`src/rtl/data_mem_if.sv`:
```
// data_mem_if: request/response bus between a data-memory initiator and responder.
//   master: drives req_valid/req_write/req_addr/req_wdata/req_wstrb and rsp_ready
//   slave : drives req_ready and rsp_valid/rsp_rdata/rsp_err
interface data_mem_if;
  logic        req_valid;
  logic        req_ready;
  logic        req_write;
  logic [31:0] req_addr;
  logic [31:0] req_wdata;
  logic [3:0]  req_wstrb;
  logic        rsp_valid;
  logic        rsp_ready;
  logic [31:0] rsp_rdata;
  logic        rsp_err;
  modport master (
    output req_valid, req_write, req_addr, req_wdata, req_wstrb, rsp_ready,
    input  req_ready, rsp_valid, rsp_rdata, rsp_err
  );
  modport slave (
    input  req_valid, req_write, req_addr, req_wdata, req_wstrb, rsp_ready,
    output req_ready, rsp_valid, rsp_rdata, rsp_err
  );
endinterface

```
`src/rtl/data_mem_responder.sv`:
```
// data_mem_responder: single-outstanding word memory with a fixed response delay.
//   clk   : rising-edge clock for all state
//   reset : synchronous, active-low; clears FSM, response regs and every word
//   bus   : data_mem_if.slave request/response channel
//   DMEM_BYTE_STROBE_EN (macro): when defined, stores honour req_wstrb per byte lane;
//   otherwise every non-faulted store writes the full word.
module data_mem_responder #(
  parameter int DEPTH       = 32,
  parameter int WAIT_STATES = 2
) (
  input logic       clk,
  input logic       reset,
  data_mem_if.slave bus
);
  localparam int AW = DEPTH > 1 ? $clog2(DEPTH) : 1;
  typedef enum logic [1:0] {IDLE, WAIT, RESP} state_t;
  state_t      state, state_nx;
  logic [3:0]  cnt, cnt_nx;
  logic        wr_q;
  logic [31:0] addr_q, wdata_q;
  logic [31:0] mem [DEPTH];
  logic        acc, fire, done, c_wr, c_err;
  logic [31:0] c_addr, c_wdata, c_word, merged;
  logic [AW-1:0] c_idx;
`ifdef DMEM_BYTE_STROBE_EN
  logic [3:0]  wstrb_q, c_wstrb;
`endif
  assign bus.req_ready = reset && state == IDLE;
  assign acc  = bus.req_valid && bus.req_ready;
  assign done = bus.rsp_valid && bus.rsp_ready;
  // With zero wait states the access completes on the acceptance edge itself,
  // so the live request is used in IDLE and the latched copy afterwards.
  always_comb begin
    c_wr    = state == IDLE ? bus.req_write : wr_q;
    c_addr  = state == IDLE ? bus.req_addr  : addr_q;
    c_wdata = state == IDLE ? bus.req_wdata : wdata_q;
    c_err   = ({2'b0, c_addr[31:2]} >= 32'(DEPTH)) || c_addr[1:0] != 2'b00;
    c_idx   = c_addr[AW+1:2];
    c_word  = c_err ? '0 : mem[c_idx];
  end
`ifdef DMEM_BYTE_STROBE_EN
  always_comb begin
    c_wstrb = state == IDLE ? bus.req_wstrb : wstrb_q;
    merged  = c_word;
    for (int i = 0; i < 4; i++) merged[8*i +: 8] = c_wstrb[i] ? c_wdata[8*i +: 8] : c_word[8*i +: 8];
  end
`else
  assign merged = c_wdata;
`endif
  // fire marks the edge that enters RESP: store commit and load sampling happen there.
  always_comb begin
    state_nx = state;
    cnt_nx   = cnt;
    fire     = 1'b0;
    case (state)
      IDLE: if (acc) begin
        if (WAIT_STATES == 0) begin
          state_nx = RESP;
          fire     = 1'b1;
        end else begin
          state_nx = WAIT;
          cnt_nx   = 4'(WAIT_STATES);
        end
      end
      WAIT: begin
        cnt_nx = cnt - 4'd1;
        if (cnt == 4'd1) begin
          state_nx = RESP;
          fire     = 1'b1;
        end
      end
      RESP: state_nx = done ? IDLE : RESP;
      default: state_nx = IDLE;
    endcase
  end
  always_ff @(posedge clk) begin
    if (!reset) begin
      state         <= IDLE;
      cnt           <= '0;
      wr_q          <= 1'b0;
      addr_q        <= '0;
      wdata_q       <= '0;
`ifdef DMEM_BYTE_STROBE_EN
      wstrb_q       <= '0;
`endif
      bus.rsp_valid <= 1'b0;
      bus.rsp_rdata <= '0;
      bus.rsp_err   <= 1'b0;
      for (int i = 0; i < DEPTH; i++) mem[i] <= '0;
    end else begin
      state <= state_nx;
      cnt   <= cnt_nx;
      if (acc) begin
        wr_q    <= bus.req_write;
        addr_q  <= bus.req_addr;
        wdata_q <= bus.req_wdata;
`ifdef DMEM_BYTE_STROBE_EN
        wstrb_q <= bus.req_wstrb;
`endif
      end
      if (fire) begin
        bus.rsp_valid <= 1'b1;
        bus.rsp_rdata <= c_wr ? '0 : c_word;
        bus.rsp_err   <= c_err;
        if (c_wr && !c_err) mem[c_idx] <= merged;
      end else if (done) begin
        bus.rsp_valid <= 1'b0;
      end
    end
  end
endmodule

```
`src/flat_wrapper.sv`:
```
// flat-port wrapper written by rule: the top's interface ports become plain ports
module data_mem_responder_flat 
#(
  parameter int DEPTH       = 32,
  parameter int WAIT_STATES = 2
)
  (clk, reset, bus_req_valid, bus_req_write, bus_req_addr, bus_req_wdata, bus_req_wstrb, bus_rsp_ready, bus_req_ready, bus_rsp_valid, bus_rsp_rdata, bus_rsp_err);
  data_mem_if bus_i ();
  input logic clk;
  input logic reset;
  input wire logic [$bits(bus_i.req_valid)-1:0] bus_req_valid;
  input wire logic [$bits(bus_i.req_write)-1:0] bus_req_write;
  input wire logic [$bits(bus_i.req_addr)-1:0] bus_req_addr;
  input wire logic [$bits(bus_i.req_wdata)-1:0] bus_req_wdata;
  input wire logic [$bits(bus_i.req_wstrb)-1:0] bus_req_wstrb;
  input wire logic [$bits(bus_i.rsp_ready)-1:0] bus_rsp_ready;
  output wire logic [$bits(bus_i.req_ready)-1:0] bus_req_ready;
  output wire logic [$bits(bus_i.rsp_valid)-1:0] bus_rsp_valid;
  output wire logic [$bits(bus_i.rsp_rdata)-1:0] bus_rsp_rdata;
  output wire logic [$bits(bus_i.rsp_err)-1:0] bus_rsp_err;
  assign bus_i.req_valid = bus_req_valid;
  assign bus_i.req_write = bus_req_write;
  assign bus_i.req_addr = bus_req_addr;
  assign bus_i.req_wdata = bus_req_wdata;
  assign bus_i.req_wstrb = bus_req_wstrb;
  assign bus_i.rsp_ready = bus_rsp_ready;
  assign bus_req_ready = bus_i.req_ready;
  assign bus_rsp_valid = bus_i.rsp_valid;
  assign bus_rsp_rdata = bus_i.rsp_rdata;
  assign bus_rsp_err = bus_i.rsp_err;
  data_mem_responder #(.DEPTH(DEPTH), .WAIT_STATES(WAIT_STATES)) u_core (.clk(clk), .reset(reset), .bus(bus_i));
endmodule
```
`config.mk`:
```
export PLATFORM = sky130hd
export DESIGN_NAME = data_mem_responder_flat
export DESIGN_NICKNAME = d
export VERILOG_FILES = /design/src/rtl/data_mem_if.sv /design/src/rtl/data_mem_responder.sv /design/src/flat_wrapper.sv
export SDC_FILE = /design/constraint.sdc
export NUM_CORES = 2
export LEC_CHECK = 0
export BUFFER_PORTS_ARGS = -buffer_cell sky130_fd_sc_hd__buf_4
export CELL_PAD_IN_SITES_DETAIL_PLACEMENT = 1
export CELL_PAD_IN_SITES_GLOBAL_PLACEMENT = 1
export CORE_ASPECT_RATIO = 0.5
export CORE_MARGIN = 2
export CORE_UTILIZATION = 30
export DETAILED_ROUTE_END_ITERATION = 8
export MAX_ROUTING_LAYER = met4
export PLACE_DENSITY = 0.6
export SLEW_MARGIN = 20
export SYNTH_ARGS = -nofsm -noshare
export SYNTH_HDL_FRONTEND = slang
export SYNTH_SLANG_ARGS = --single-unit
```
`constraint.sdc`:
```
create_clock -name clk -period 4.3 [get_ports clk]
set_input_delay 0.645 -clock clk [delete_from_list [all_inputs] [get_ports clk]]
set_output_delay 0.645 -clock clk [all_outputs]
set_load 0.005 [all_outputs]
```
* After elaboration in Yosys (flattened, before gate mapping)
Memory sizes are Yosys's and may differ from the RTL's.
Cells that the tools add are included.
** Storage, ports and cells
- Register bits after elaboration :: 105
- Bits in latches :: 0
- RAM bits :: 1024
- Bits in read-only memories :: 0
- Input port bits :: 73
- Output and inout port bits :: 35
- Memories kept :: 1
** Memories
- u_core.mem :: words 32, bits a word 32, rd ports 1, clocked after memory_dff 0, wr ports 32, line data_mem_responder.sv:21 : logic [31:0] mem [DEPTH];
** Cells by class
- Add/subtract/negate cells :: 1
- $mul :: 0
- Div/mod/pow operators :: 0
- Order comparisons :: 1
- Equality and inequality tests :: 5
- Shift operators :: 0
- Muxes and demuxes :: 23
- Bitwise gates (word level) :: 0
- Reductions and logical operators :: 13
** Operators by type and width (number)
- $mux W32 :: 5
- $reduce_or A32 Y1 :: 1
- $ge A30 B6 Y1 const B :: 1
- $mux W1 :: 11
- $pmux W4 S2 :: 1
- $mux W2 :: 3
- $pmux W2 S3 :: 1
- $reduce_bool A2 Y1 :: 3
- $mux W5 :: 1
- $eq A4 B1 Y1 const B :: 1
- $logic_and A1 B1 Y1 :: 4
- $mux W4 :: 1
- $ne A2 B1 Y1 const B :: 2
- $reduce_and A2 Y1 :: 2
- $sub A4 B1 Y4 const B :: 1
- $eq A2 B1 Y1 const B :: 1
- $eq A2 B2 Y1 const B :: 1
- $logic_not A2 Y1 :: 1
- $logic_not A1 Y1 :: 1
- $logic_or A1 B1 Y1 :: 1

* Longest topological paths before layout
- Depth after elaboration :: 12
- Depth in mapped cells :: 12

* Worst setup path after synthesis
Ideal clock, no wire load.
- Kind :: input to register
- From :: input bus_req_addr[12]
- To :: memory u_core.mem[11][0], enable pin
- Library setup time :: 0.389 ns
- Data arrival time :: 3.034 ns
- Required time :: 3.911 ns
- Setup slack :: 0.877 ns
- Stages on the path :: 10
- Path buffers :: 3
- Path through :: nor4_1 nand4_1 o22ai_1 and4b_1 buf_2 and3_1 clkbuf_1 nand2_1 clkbuf_1 nand2_1
** RTL lines
- start: declaration :: line flat_wrapper.sv:13 : input wire logic [$bits(bus_i.req_addr)-1:0] bus_req_addr;
- end: declaration :: line data_mem_responder.sv:21

==> implementation parameters <==
Parameter                              Value

Worst hold path
  Capture endpoint of the worst hold path ... u_core.addr_q[30]
  Worst Hold Class ... in -> reg
  Cell count of the worst hold path ... 3
  Worst min-delay path startpoint ... bus_req_addr[30]

Synthesis
  Synth Area per Inst ... 11.4 um^2
  Dominant synthesized flop cell ... sky130_fd_sc_hd__edfxtp_1
  Leading post-synthesis cells by cell area ... sky130_fd_sc_hd__edfxtp_1 63%, sky130_fd_sc_hd__nor2_1 8.8%, sky130_fd_sc_hd__nand2_1 5.2%
  Cell type with the largest total area after synthesis ... sky130_fd_sc_hd__edfxtp_1
  Cell with the most instances after synthesis ... sky130_fd_sc_hd__nor2_1
  Nets in the synthesized netlist ... 4369
  Warnings from Yosys ... 0
  Synth unique cells ... 72
  Cell area after technology mapping ... 48800 um^2
  Gate Count Post-Synth ... 4294
  Share of flip-flops with an asynchronous set or reset after synthesis ... 0%
  Number of synthesized register bits ... 1129
  Fraction of the yosys area taken by sequential cells ... 67.3%
  Count of flip-flops with a built-in enable after synthesis ... 1024
  Top cells by instance count after synthesis ... 1141 x sky130_fd_sc_hd__nor2_1, 1024 x sky130_fd_sc_hd__edfxtp_1, 682 x sky130_fd_sc_hd__nand2_1, 258 x sky130_fd_sc_hd__clkbuf_1, 126 x sky130_fd_sc_hd__mux2i_1
  Area fraction of the dominant cell type after synthesis ... 63.0%

Die
  Initial Utilization ... 30.3%
  Die footprint ... 166000 um^2
  Core area ... 161000 um^2
  DIE HEIGHT ... 289 um
  Floorplan die width ... 575 um
  I/O pin cnt ... 108
  Floorplan row count ... 104

Setup path
  Depth of the worst register-to-register path ... 8
  Setup slack on the worst flop-to-flop path ... 0.60 ns
  Setup CP Type ... reg -> reg
  Endpoint of the worst-slack reg-to-reg timing path ... u_core.mem[11][8]
  Nature of the critical path startpoint ... flop
  Crit path DAT ... 4.10 ns
  Required time reported for the critical path endpoint ... 4.70 ns
  Crit. End Element ... flop
  Reg-to-reg critical path startpoint ... u_core.state[1]
  Largest fanout of any net on the critical path ... 25

CTS
  Buffer count from post-CTS setup fixing ... 0
  Cts bufs inserted ... 113
  Root Driver ... sky130_fd_sc_hd__clkbuf_16
  CTS hold repair buffers ... 0
  Number of buffers on the longest clock path ... 3
  Resized Gates After CTS ... 0
  Clock transition at the registers of the reported paths ... 0.07 ns
  Clock tree from TritonCTS ... yes
  TritonCTS Sinks ... 1129
  Clock latency at the later pin of the worst-skew pair ... 0.75 ns
  H-tree depth ... 3

STA
  Normalized max-slew margin ... 30.0%
  Min Tclk post-route ... 3.70 ns
  Measured slew at the worst slew-check pin ... 1.03 ns
  Number of endpoints failing setup at the final stage ... 0
  Final critical-path share of the clock period ... 86.1%
  Worst hold slack across all endpoints ... 0.123 ns
  Total negative setup slack ... 0 ns
  Timing-limited maximum frequency ... 270 MHz
  Final hold viol count ... 0
  Number of pins with negative max-slew slack in the final report ... 0
  Final Skew ... 0.0395 ns
  Unrepaired setup endpoints after global routing ... no

Power
  Sum of internal, switching and leakage power ... 25.8 mW
  Largest voltage drop on the vdd net ... 334 uV
  P_leak ... 20.2 nW
  Power density of the placed cells ... 449 nW/um^2

Final layout
  Post-Layout Inst Area ... 57500 um^2
  Layout Cells excl Fill ... 6658
  Synthesis-to-layout area growth ... 17.8%
  Number of nets in the final layout ... 4457
  Fraction of final layout cells sized beyond drive strength 1 ... 15.5%

Global routing
  All-Layer GR Usage ... 23.2%
  Number of antenna violations at the first check in global routing ... 4
  Vias in the first global route ... 36700
  Pin count of the biggest net entering global routing ... 131
  Grt total ovfl ... 0
  Wire length of the first global-routing pass ... 269000 um

Place
  HPWL after detailed placement ... 120000 um
  Final weighted congestion of routability-driven global placement ... 0.872
  Placed instance count ... 6436
  Cell area after placement ... 53700 um^2
  Number of input and output port buffers inserted ... 103

Drt
  Number of DRC violations after detailed routing ... 0
  Total wire length ... 191000 um
  TritonRoute pass-1 iters ... 6
  Average via count per standard cell ... 5.51
  Initial DRC count ... 4431
  Via count ... 36700
  WL per Instance ... 28.7 um
  Number of nets still failing antenna checks after routing ... 0

Run
  Max-capacitance violation count ... 0

Run status
  Status ... finished clean
[state kept, by name (all words and copies together), names as in the netlist]
| register | count |
|---|---|
| u_core.wr_q | 1 |
| u_core.mem | 1024 |
| u_core.bus.rsp_err | 1 |
| u_core.wdata_q | 32 |
| u_core.cnt | 4 |
| u_core.bus.rsp_rdata | 32 |
| u_core.bus.rsp_valid | 1 |
| u_core.addr_q | 32 |
| u_core.state | 2 |
[worst max-delay path, cell delays in order, from the launching register on]
cell and delay [ns]:
sky130_fd_sc_hd__dfxtp_1 0.71, sky130_fd_sc_hd__or2_2 0.32, sky130_fd_sc_hd__nand4_1 0.10, sky130_fd_sc_hd__o22ai_1 0.30, sky130_fd_sc_hd__and4b_1 0.47, sky130_fd_sc_hd__and3_1 0.52
sky130_fd_sc_hd__nand2_1 0.24, sky130_fd_sc_hd__nand2_2 0.35, sky130_fd_sc_hd__buf_12 0.31
[routing by layer]
metal  track usage, %  wire [um]  vias up
li1                 -          -    15400
met3             3.28      16300      350
met1             31.0      80400    19100
met4             8.52       7620        0
met2             36.1      86500     1796
met5                -          0        -
[final cells by class]
class                           instances  area (um^2)
Multi-Input combinational cell       2767        14800
Clock buffer                          157         3150
Antenna cell                            3         7.51
Sequential cell                      1129        32900
Inverter                                6         22.5
Clock inverter                         58          603
Fill cell                           17300       104000
Tap cell                             2173         2720
Timing Repair Buffer                  365         3350
[power breakdown]
part           internal (mW)  leakage, nW  switching (mW)  total [mW]
registers               12.3         11.4           0.138        12.4
clock network           5.77         1.83            4.45        10.2
logic                  0.915         6.91            2.28        3.20
total                   19.0         20.2            6.87        25.8
[stage by stage]
| step | util (%) | worst slack [ns] |
|---|---|---|
| CTS | 35.6 | 0.646 |
| floorplan | - | 0.877 |
| detailed placement | 33.3 | 0.538 |
| finish | 35.7 | 0.599 |
| global placement | 33.3 | 0.550 |
| global route | 35.7 | 0.419 |
[worst max path at each step]
stage                          start                 end  cells after the start
floorplan           bus_req_addr[12]   u_core.mem[11][0]                     10
global placement    bus_req_addr[26]  u_core.mem[10][21]                      9
detailed placement  bus_req_addr[26]  u_core.mem[11][27]                      9
CTS                  u_core.state[1]  u_core.mem[11][27]                      8
global route         u_core.state[1]   u_core.mem[2][26]                      8
finish               u_core.state[1]   u_core.mem[11][8]                      8
[kinds of logic after synthesis]
logic type,synth area share (%)
AO/OA/AOI/OAI,6.87
adder cells (fa/ha/maj),0.0512
buffers and inverters,3.62
flip-flops,67.3
multiplexers,4.82
AND/OR/NAND/NOR,17.4
[cells in the final DEF (no fill, tap or decap), types with 12 or more instances in the layout]
master / n
sky130_fd_sc_hd__mux2_2: 16
sky130_fd_sc_hd__o22ai_1: 62
sky130_fd_sc_hd__a2111oi_0: 12
sky130_fd_sc_hd__mux2i_4: 32
sky130_fd_sc_hd__nand2_2: 40
sky130_fd_sc_hd__clkinv_2: 21
sky130_fd_sc_hd__a22o_1: 21
sky130_fd_sc_hd__nand3_1: 102
sky130_fd_sc_hd__a21oi_1: 35
sky130_fd_sc_hd__o2111ai_1: 15
sky130_fd_sc_hd__a22oi_1: 23
sky130_fd_sc_hd__a311oi_1: 12
sky130_fd_sc_hd__buf_4: 317
sky130_fd_sc_hd__o21ai_0: 74
sky130_fd_sc_hd__nor2_1: 1136
sky130_fd_sc_hd__nand4_1: 31
sky130_fd_sc_hd__clkinv_1: 17
sky130_fd_sc_hd__a31oi_1: 74
sky130_fd_sc_hd__clkbuf_1: 31
sky130_fd_sc_hd__a211oi_1: 42
sky130_fd_sc_hd__mux2i_1: 94
sky130_fd_sc_hd__edfxtp_1: 1024
sky130_fd_sc_hd__nand2_1: 642
sky130_fd_sc_hd__nor4_1: 30
sky130_fd_sc_hd__buf_12: 43
sky130_fd_sc_hd__dfxtp_1: 105
sky130_fd_sc_hd__a32oi_1: 38
sky130_fd_sc_hd__clkbuf_16: 115
sky130_fd_sc_hd__nor3_1: 13
sky130_fd_sc_hd__and3_1: 62
sky130_fd_sc_hd__mux4_2: 40
(Power assumes the default switching activity.)
